--- src/rtl/s2mm_cmd_arbiter.sv ---
// Two-requester round-robin arbiter in front of a Data Mover S2MM command port.
// Tracks issued commands in an ID FIFO so each completion is routed back to its owner.
module s2mm_cmd_arbiter #(
    parameter int unsigned CMD_WIDTH = 72,
    parameter int unsigned MAX_OUTST = 4,
    parameter int unsigned CNT_WIDTH = 3
) (
    input  logic                 aclk,
    input  logic                 aresetn,

    input  logic [CMD_WIDTH-1:0] s0_cmd_tdata,
    input  logic                 s0_cmd_tvalid,
    output logic                 s0_cmd_tready,
    output logic                 s0_xfer_cmplt,

    input  logic [CMD_WIDTH-1:0] s1_cmd_tdata,
    input  logic                 s1_cmd_tvalid,
    output logic                 s1_cmd_tready,
    output logic                 s1_xfer_cmplt,

    output logic [CMD_WIDTH-1:0] m_axis_s2mm_cmd_tdata,
    output logic                 m_axis_s2mm_cmd_tvalid,
    input  logic                 m_axis_s2mm_cmd_tready,

    input  logic                 s2mm_wr_xfer_cmplt,
    output logic [CNT_WIDTH-1:0] outstanding_count,
    output logic                 grant_id,
    output logic                 cmplt_error
);

    localparam int unsigned PtrWidth = $clog2(MAX_OUTST);

    typedef enum logic [0:0] {StIdle, StIssue} state_e;

    state_e                 state_q;
    logic                   run_q;
    logic                   prio_q;
    logic                   grant_id_q;
    logic [CMD_WIDTH-1:0]   tdata_q;
    logic [CNT_WIDTH-1:0]   count_q;
    logic [PtrWidth-1:0]    wr_ptr_q;
    logic [PtrWidth-1:0]    rd_ptr_q;
    logic                   fifo_q [MAX_OUTST];
    logic                   s0_cmplt_q;
    logic                   s1_cmplt_q;
    logic                   err_q;

    logic can_grant;
    logic pick_s1;
    logic up_hs;
    logic dn_hs;
    logic pop;

    // run_q keeps both treadys low while reset is asserted, without using aresetn as data.
    always_comb begin
        can_grant     = run_q && (state_q == StIdle) && (count_q < CNT_WIDTH'(MAX_OUTST));
        pick_s1       = s1_cmd_tvalid && (!s0_cmd_tvalid || prio_q);
        s0_cmd_tready = can_grant && s0_cmd_tvalid && !pick_s1;
        s1_cmd_tready = can_grant && pick_s1;
        up_hs         = s0_cmd_tready || s1_cmd_tready;
        dn_hs         = (state_q == StIssue) && m_axis_s2mm_cmd_tready;
        pop           = s2mm_wr_xfer_cmplt && (count_q != '0);
    end

    always_ff @(posedge aclk or negedge aresetn) begin
        if (!aresetn) begin
            state_q    <= StIdle;
            run_q      <= 1'b0;
            prio_q     <= 1'b0;
            grant_id_q <= 1'b0;
            tdata_q    <= '0;
            count_q    <= '0;
            wr_ptr_q   <= '0;
            rd_ptr_q   <= '0;
            s0_cmplt_q <= 1'b0;
            s1_cmplt_q <= 1'b0;
            err_q      <= 1'b0;
        end else begin
            run_q      <= 1'b1;
            s0_cmplt_q <= pop && !fifo_q[rd_ptr_q];
            s1_cmplt_q <= pop && fifo_q[rd_ptr_q];
            err_q      <= s2mm_wr_xfer_cmplt && (count_q == '0);

            case (state_q)
                StIdle: begin
                    if (up_hs) begin
                        state_q    <= StIssue;
                        tdata_q    <= pick_s1 ? s1_cmd_tdata : s0_cmd_tdata;
                        grant_id_q <= pick_s1;
                        prio_q     <= !pick_s1;
                    end
                end
                StIssue: begin
                    if (m_axis_s2mm_cmd_tready) begin
                        state_q <= StIdle;
                    end
                end
                default: state_q <= StIdle;
            endcase

            if (dn_hs) begin
                wr_ptr_q <= wr_ptr_q + PtrWidth'(1);
            end
            if (pop) begin
                rd_ptr_q <= rd_ptr_q + PtrWidth'(1);
            end
            if (dn_hs && !pop) begin
                count_q <= count_q + CNT_WIDTH'(1);
            end else if (pop && !dn_hs) begin
                count_q <= count_q - CNT_WIDTH'(1);
            end
        end
    end

    // ID storage needs no reset: entries are only read behind a nonzero count.
    always_ff @(posedge aclk) begin
        if (dn_hs) begin
            fifo_q[wr_ptr_q] <= grant_id_q;
        end
    end

    always_comb begin
        m_axis_s2mm_cmd_tdata  = tdata_q;
        m_axis_s2mm_cmd_tvalid = (state_q == StIssue);
        outstanding_count      = count_q;
        grant_id               = grant_id_q;
        s0_xfer_cmplt          = s0_cmplt_q;
        s1_xfer_cmplt          = s1_cmplt_q;
        cmplt_error            = err_q;
    end

endmodule
--- config.mk ---
export PLATFORM = sky130hd
export DESIGN_NAME = s2mm_cmd_arbiter
export DESIGN_NICKNAME = d
export VERILOG_FILES = /design/src/rtl/s2mm_cmd_arbiter.sv
export SDC_FILE = /design/constraint.sdc
export NUM_CORES = 1
export LEC_CHECK = 0
export BUFFER_PORTS_ARGS = -buffer_cell sky130_fd_sc_hd__buf_2
export CORE_ASPECT_RATIO = 0.75
export CORE_MARGIN = 1
export CORE_UTILIZATION = 30
export DETAILED_ROUTE_END_ITERATION = 12
export PLACE_DENSITY_LB_ADDON = 0.12
export RECOVER_POWER = 100
export SKIP_CTS_REPAIR_TIMING = 1
export SLEW_MARGIN = 30
export SYNTH_ARGS = -nofsm -noshare
export SYNTH_HDL_FRONTEND = slang
export SYNTH_SLANG_ARGS = --single-unit
--- constraint.sdc ---
create_clock -name aclk -period 3.9 [get_ports aclk]
set_clock_uncertainty 0.15 [all_clocks]
set_input_delay 0.585 -clock aclk [delete_from_list [all_inputs] [get_ports aclk]]
set_output_delay 0.585 -clock aclk [all_outputs]
set_load 0.02 [all_outputs]
# After elaboration in Yosys (flattened, before gate mapping)

Memories as Yosys holds them, arrays and structs flattened.
Cells that the tools add are included.

Input bits: 150
Latch bits: 0
RAM bits: 4
Memories: 1
Logic and storage cells: 50
Bits in registers: 86
ROM bits: 0

Memory list:

| memory | words | width | rd ports | clocked after Yosys merged registers in | wr ports | RTL line | source |
|---|---|---|---|---|---|---|---|
| fifo_q | 4     | 1     | 1        | 0                                       | 1        | 43       | `logic fifo_q [MAX_OUTST];` |

Equal/unequal tests: 0
Multiplexer cells: 8
Reduce and logical (&&, ||, !) cells: 24
$mul: 0
Add/sub/neg operators: 4
Bitwise logic cells: 1
Div/mod/pow operators: 0
Shift-type cells: 0
Order comparisons: 1

Operator list:

| operator            | number |
|---|---|
| $mux 72             | 1 |
| $logic_and 1x1->1   | 13 |
| $mux 3              | 2 |
| $logic_not 1->1     | 5 |
| $add 2x1->2 const B | 2 |
| $mux 1              | 4 |
| $add 3x1->3 const B | 1 |
| $logic_not 3->1     | 1 |
| $lt 3x3->1 const B  | 1 |
| $reduce_bool 3->1   | 1 |
| $sub 3x1->3 const B | 1 |
| $logic_or 1x1->1    | 2 |
| $pmux 1 s2          | 1 |
| $reduce_and 2->1    | 1 |
| $reduce_bool 2->1   | 1 |
| $not 1->1           | 1 |

# Depth between registers and ports, before layout

Gate-level depths: netlist of run 1.

Depth after elaboration: 8
Depth in mapped cells: 9

# Least setup slack after synthesis of run 1

No wires, ideal clock.

Kind: input port to output port
Start: input s0_cmd_tvalid
End: output s1_cmd_tready
Path buffers: 2
Cell stages on the path: 4
Path slack: 1.662 ns
Data arrival time: 1.503 ns
Cells stage by stage: nor2b_1 > buf_2 > buf_1 > nor3_1

Longest elaborated chain between the ends: 4

Ends and longest elaborated chain:

| item               | RTL line | source |
|---|---|---|
| start: declaration | 12       | `input logic s0_cmd_tvalid,` |
| $logic_not 1->1    | 57       | `pick_s1 = s1_cmd_tvalid && (!s0_cmd_tvalid \|\| prio_q);` |
| $logic_or 1x1->1   | 57       |  |
| $logic_and 1x1->1  | 57       |  |
| $logic_and 1x1->1  | 59       | `s1_cmd_tready = can_grant && pick_s1;` |
| end: declaration   | 18       | `output logic s1_cmd_tready,` |

Every way passes these cells.

# Worst setup path after layout of run 1

Start: register state_q, in the netlist m_axis_s2mm_cmd_tvalid
End: register tdata_q[34], in the netlist m_axis_s2mm_cmd_tdata[34]

Longest elaborated chain between the ends: 7
Elaborated cells on any way between the ends: 8
Those cells by class: bitwise (1); reduce/logical (7)

Ends and longest elaborated chain:

| item                           | RTL line | source |
|---|---|---|
| start: declaration             | 35       | `state_e state_q;` |
| start signal: assignment       | 67       | `state_q <= StIdle;` |
| start signal: assignment       | 87       | `state_q <= StIssue;` |
| start signal: assignment       | 95       | `state_q <= StIdle;` |
| $not 1->1 (no line) (*)        | n/a      |  |
| $logic_and 1x1->1 (2 in a row) | 56       | `can_grant = run_q && (state_q == StIdle) && (count_q < CNT_WIDTH'(MAX_OUTST));` |
| $logic_and 1x1->1 (2 in a row) | 58       | `s0_cmd_tready = can_grant && s0_cmd_tvalid && !pick_s1;` |
| $logic_or 1x1->1               | 60       | `up_hs = s0_cmd_tready \|\| s1_cmd_tready;` |
| $reduce_and 2->1 (no line) (*) | n/a      |  |
| end signal: assignment         | 88       | `tdata_q <= pick_s1 ? s1_cmd_tdata : s0_cmd_tdata;` |
| end: declaration               | 39       | `logic [CMD_WIDTH-1:0] tdata_q;` |

Mark *: on every way between the ends. The rest lies on a longest branch, timed or not.
A chain may end at the register's enable or synchronous reset.

==> impl_metrics.json, run 1 <==
{
  "hold_class": "register to register",
  "ys_warn_count": 0,
  "fin_cells": 738,
  "syn_to_final_growth_pct": 21.77,
  "min_period_ps": 2822,
  "drc_errors": 0,
  "h-tree-depth": 3,
  "fp.dieW_um": 145.1,
  "root_buffer": "clkbuf_16",
  "grt_overflow": 0,
  "status": "complete, but fails checks",
  "fin_crit_sh_pct": 72.35,
  "grt_max_degree": 56,
  "reg2reg_slack_ps": 1080,
  "initial_core_util_pct": 31.24,
  "cts.clk_slew.worst_paths_ps": 60,
  "drtPass1Iterations": 6,
  "start_kind": "register",
  "viasPerCell": 5.056,
  "syn-cell-area_um2": 4604,
  "synth_cell_type_count": 36,
  "routed_wl_um": 13070,
  "p_leak_nw": 2.374,
  "arrival_ps": 2910,
  "gp_congestion": 0.8114,
  "min_to": "rd_ptr_q[1]",
  "finalMaxSlewViolations": 42,
  "critPathKind": "register to register",
  "postLayoutCoreUtil_pct": 38.04,
  "ioPinCount": 232,
  "first_global_vias": 3728,
  "cts_tree": "built",
  "r2r-start": "m_axis_s2mm_cmd_tvalid",
  "cp_data_required_time_ps": 3990,
  "regToRegEndpoint": "m_axis_s2mm_cmd_tdata[34]",
  "peakVddDrop_v": 0.0002324,
  "dp_hpwl_um": 9040,
  "drive_above_1_share_pct": 35.50,
  "die_h_um": 109.3,
  "crit_path_end_kind": "register",
  "power_density_nw_per_um2": 794.0,
  "ys_seq_area_share_pct": 49.35,
  "clkSinkCount": 90,
  "ant_nets": 0,
  "dieArea_um2": 15850,
  "antenna_found_initial": 0,
  "diodes": 0,
  "drv_cap": 1,
  "io_buffers": 231,
  "core-area_um2": 14740,
  "layout.nets": 689,
  "worstHoldStart": "rd_ptr_q[1]",
  "syn_area_per_cell_um2": 14.30,
  "setup_viol": 0,
  "rows": 38,
  "synthCells": 322,
  "track_usage_pct": 16.13,
  "cts_max_path_buffers": 2,
  "synth_nets": 478,
  "wl_per_cell_um": 17.71,
  "grt_setup_unrepaired": "no",
  "tightestPinTransition_ps": 2350,
  "cp_max_fo": 55,
  "clock_latency_ps": 330,
  "r2r_cells": 4,
  "hold_viol_final": 0,
  "violations": "max-capacitance violations, max-slew violations",
  "fin_setup_tns_ps": 0,
  "relSlewSlack_pct": -56.69,
  "synth-seq-cells": 90,
  "fmax_ghz": 0.3544,
  "place_inst": 722,
  "grt_pass1_wl_um": 20030,
  "num_vias": 3731,
  "drt_iter0_markers": 103,
  "hold_depth": 1,
  "numCtsBuffers": 9
}
-- area by class of cell --
type / count / area [µm²]
clock inverters: 6 / 41.29
multi-input cells: 185 / 1672
repair buffers: 240 / 1116
fillers: 1546 / 9133
flip-flops and latches: 90 / 2272
well taps: 200 / 250.2
inverters: 7 / 26.28
clock buffers: 10 / 229.0
-- cell families (layout without fill, tap and decap cells) --
kind of cell,Yosys count,in the layout,synth area share (%)
AOI/OAI and AO/OA,153,153,38.29
buffers and inverters,47,263,6.413
DFF,90,90,49.35
muxes,2,2,0.7336
other,1,1,0.08144
xor gates and xnor gates,6,6,1.142
adders and majority gates,6,6,1.793
and+or+nand+nor,17,17,2.201
-- critical path, cell delays in order, from the launching register on --
cell,delay [ps]
dfrtp_1,460
nor3b_1,300
o21a_2,1020
clkbuf_1,570
a2bb2oi_1,200
-- state kept, by name (all words and copies together) (netlist names), 2 cells and up --
| register | flops |
|---|---|
| m_axis_s2mm_cmd_tdata | 72 |
| fifo_q | 4 |
| wr_ptr_q | 2 |
| rd_ptr_q | 2 |
| outstanding_count | 3 |
-- stage by stage --
step / hold WS, ps / cell area [µm²] / worst slack, ps / total power [mW]
floorplan: 139.4 / 4604 / 1662 / 3.407
global placement: 321.7 / 5826 / 1454 / 4.074
detailed placement: 321.6 / 5826 / 1415 / 4.116
CTS: 100.2 / 6096 / 1505 / 4.935
global route: 361.1 / 5607 / 901.0 / 4.745
finish: 327.2 / 5607 / 1078 / 4.452
-- worst max-delay path by stage --
| stage | startpoint | slack [ps] | to |
|---|---|---|---|
| floorplan | s0_cmd_tvalid | 1660 | s1_cmd_tready |
| global placement | s0_cmd_tvalid | 1450 | m_axis_s2mm_cmd_tdata[17] |
| detailed placement | s0_cmd_tvalid | 1410 | m_axis_s2mm_cmd_tdata[33] |
| CTS | m_axis_s2mm_cmd_tvalid | 1500 | prio_q |
| global route | aresetn | 900 | m_axis_s2mm_cmd_tdata[21] |
| finish | m_axis_s2mm_cmd_tvalid | 1080 | m_axis_s2mm_cmd_tdata[34] |
-- routing by layer --
layer	track usage [%]	routed length, µm	vias to the layer above
met2	26.58	5851	171
li1	-	-	1750
met5	0	0	-
met4	4.361	114	0
met1	20.54	6110	1802
met3	5.145	994	8
-- placed cells by master, fill, tap and decap left out, types with 6 or more instances in the layout --
master / Yosys / routed
buf_4: 0 / 7
a2bb2oi_1: 3 / 60
a2bb2oi_2: 69 / 12
dfrtp_1: 86 / 86
clkbuf_1: 14 / 83
buf_2: 16 / 150
clkbuf_16: 0 / 9
o32ai_1: 72 / 72
inv_1: 6 / 6
-- Yosys cell counts --
cell type | instances | area [µm²]
inv_2 | 1 | 3.750
buf_12 | 1 | 20.02
o31ai_2 | 1 | 12.51
buf_2 | 16 | 80.08
conb_1 | 1 | 3.750
clkbuf_1 | 14 | 52.55
a2bb2oi_1 | 3 | 26.28
buf_6 | 2 | 22.52
o21ba_2 | 1 | 10.01
mux2_2 | 1 | 11.26
a2bb2oi_2 | 69 | 1036
o32ai_1 | 72 | 630.6
mux4_2 | 1 | 22.52
xor2_1 | 3 | 26.28
ha_1 | 5 | 62.56
and3_1 | 4 | 25.02
nor2_1 | 5 | 18.77
fa_1 | 1 | 20.02
nor3_1 | 1 | 5.000
xnor2_1 | 3 | 26.28
nand2_1 | 2 | 7.510
edfxtp_1 | 4 | 120.1
a21o_1 | 1 | 7.510
nor2b_1 | 2 | 12.51
buf_8 | 6 | 90.09
a21oi_1 | 2 | 10.01
nor3b_4 | 1 | 18.77
a31oi_1 | 1 | 6.260
o21a_2 | 1 | 8.760
nor4b_1 | 1 | 8.760
inv_1 | 6 | 22.52
nand3_1 | 1 | 5.000
buf_1 | 1 | 3.750
a21bo_2 | 1 | 10.01
dfrtp_1 | 86 | 2152
o21ai_0 | 1 | 5.000
-- report_power, final --
group / leakage [nW] / total, mW / switching (mW) / internal (mW)
clock network: 0.133 / 0.797 / 0.363 / 0.434
registers: 0.988 / 1.67 / 0.300 / 1.37
logic: 1.25 / 1.98 / 1.21 / 0.772
Note: power is estimated with default switching activity, not from simulation.
==> run 2: changes to the inputs <==
==> constraint.sdc (replaced) <==
create_clock -name aclk -period 2.75 [get_ports aclk]
set_clock_uncertainty 0.15 [all_clocks]
set_input_delay 0.4125 -clock aclk [delete_from_list [all_inputs] [get_ports aclk]]
set_output_delay 0.4125 -clock aclk [all_outputs]
set_load 0.02 [all_outputs]
==> run 2 against run 1 <==
  * The flow now finishes without violations
  * Combinational power up 41%
  * Total power up 45%
  * Sequential power up 41%
  * Flip-flop and latch count unchanged
  * Global-route usage about the same
  * Cell area up 1.3%
  * Hold slack worse by 120 ps
  * Sequential share of layout area down 0.54 points
  * Critical path type is now register to output pin
==> impl_metrics.json, run 2 (synthesis results as in run 1) <==
{
  "syn_to_final_growth_pct": 23.40,
  "cp_data_required_time_ps": 2190,
  "finalMaxSlewViolations": 0,
  "grt_overflow": 0,
  "largest_reg_flops": 72,
  "dieArea_um2": 15850,
  "tightestPinTransition_ps": 1211,
  "fin_cells": 738,
  "clkSinkCount": 90,
  "final_cell_mix": "buf_2, dfrtp_1, clkbuf_1, o32ai_1, a2bb2oi_1",
  "grt_max_degree": 76,
  "gp_congestion": 0.8091,
  "num_vias": 3706,
  "place_inst": 723,
  "ioPinCount": 232,
  "diodes": 0,
  "drc_errors": 0,
  "viasPerCell": 5.022,
  "path_delay_family": "buffers and inverters",
  "layout_setup_ws_ps": 477.9,
  "p_leak_nw": 2.412,
  "drv_cap": 0,
  "crit_path_end_kind": "output pin",
  "routed_wl_um": 12560,
  "drive_above_1_share_pct": 34.39,
  "final_common_cell": "buf_2",
  "clock_latency_ps": 350,
  "min_period_ps": 2272,
  "cts_max_path_buffers": 2,
  "setup_viol": 0,
  "rows": 38,
  "critPathKind": "register to output pin",
  "drt_iter0_markers": 96,
  "relSlewSlack_pct": 19.30,
  "critPathMaxStageDelay_ps": 430,
  "wl_per_cell_um": 17.02,
  "antenna_found_initial": 0,
  "io_buffers": 231,
  "fin_crit_sh_pct": 82.62,
  "hold_viol_final": 0,
  "initial_core_util_pct": 31.24,
  "cts.clk_slew.worst_paths_ps": 60,
  "worst_hold_slack_ps": 204.8,
  "die_h_um": 109.3,
  "fmax_ghz": 0.4401,
  "layout.nets": 691,
  "start_kind": "register",
  "grt_setup_unrepaired": "no",
  "fp.dieW_um": 145.1,
  "cpMaxStageDelayCell": "dfrtp_1",
  "h-tree-depth": 3,
  "track_usage_pct": 16.13,
  "power_density_nw_per_um2": 1135,
  "grt_pass1_wl_um": 19800,
  "fin_setup_tns_ps": 0,
  "numCtsBuffers": 9,
  "crit_chain": "a21bo_2 -> clkbuf_2 -> nor2_1 -> buf_2",
  "cp_max_fo": 29,
  "peakVddDrop_v": 0.0003612,
  "place_ws_ps": 502.8,
  "hold_class": "input port to register",
  "crit_buf_inv": 2,
  "first_global_vias": 3752,
  "ant_nets": 0,
  "status": "complete, no violations",
  "core-area_um2": 14740,
  "dp_hpwl_um": 8843,
  "cts_tree": "built",
  "arrival_ps": 1710,
  "root_buffer": "clkbuf_16",
  "drtPass1Iterations": 4
}
## run 2: changes by cell type in the layout (fill, tap and decap cells not counted), sizes merged
cell	delta
clkinv	-2
clkinvlp	-1
dlygate4sd3	+1
inv	-2
clkbuf	+2
bufinv	+2
## run 2: cell type report
cell class | instances | area [µm²]
multi-input combinational | 185 | 1638
clock buffer | 11 | 242.7
sequential | 90 | 2272
inverter | 7 | 26.28
timing repair buffer | 242 | 1187
fill | 1542 | 9057
clock inverter | 3 | 65.06
tap | 200 | 250.2
## run 2: worst paths after layout
check | depth (start not counted) | slack [ps] | from | endpoint
max in group asynchronous | 3 | 930 | aresetn | m_axis_s2mm_cmd_tdata[46]
hold reg to reg | 1 | 340 | rd_ptr_q[1] | rd_ptr_q[1]
min in group asynchronous | 2 | 690 | aresetn | m_axis_s2mm_cmd_tdata[11]
hold / removal | 2 | 200 | s2mm_wr_xfer_cmplt | cmplt_error
setup reg to reg | 7 | 510 | outstanding_count[2] | outstanding_count[2]
setup / recovery | 4 | 480 | prio_q | s0_cmd_tready
## run 2: stage by stage
stage	power, mW	area (µm²)	util (%)
detailed placement	5.867	5896	40.00
floorplan	4.832	4604	-
finish	6.447	5682	38.55
CTS	7.203	6203	42.09
global placement	5.816	5896	40.00
global route	6.866	5682	38.55
## run 2: where the power goes
group          switching [mW]  internal [mW]
clock network           0.488          0.809
logic                    1.71           1.08
registers               0.406           1.95
## run 2: per-layer routing
layer / vias up / track usage (%) / wire, µm
li1: 1754 / - / -
met1: 1767 / 20.61 / 5890
met2: 175 / 25.10 / 5501
met3: 10 / 6.224 / 1025
met4: 0 / 5.414 / 145
met5: - / 0 / 0
## run 2: worst reg2reg max path, stage by stage, from the launching register on
cell	delay (ps)
dfrtp_1	480
o31ai_2	430
ha_1	270
inv_1	60
fa_1	370
xor2_1	150
nor2_1	110
xor2_1	150
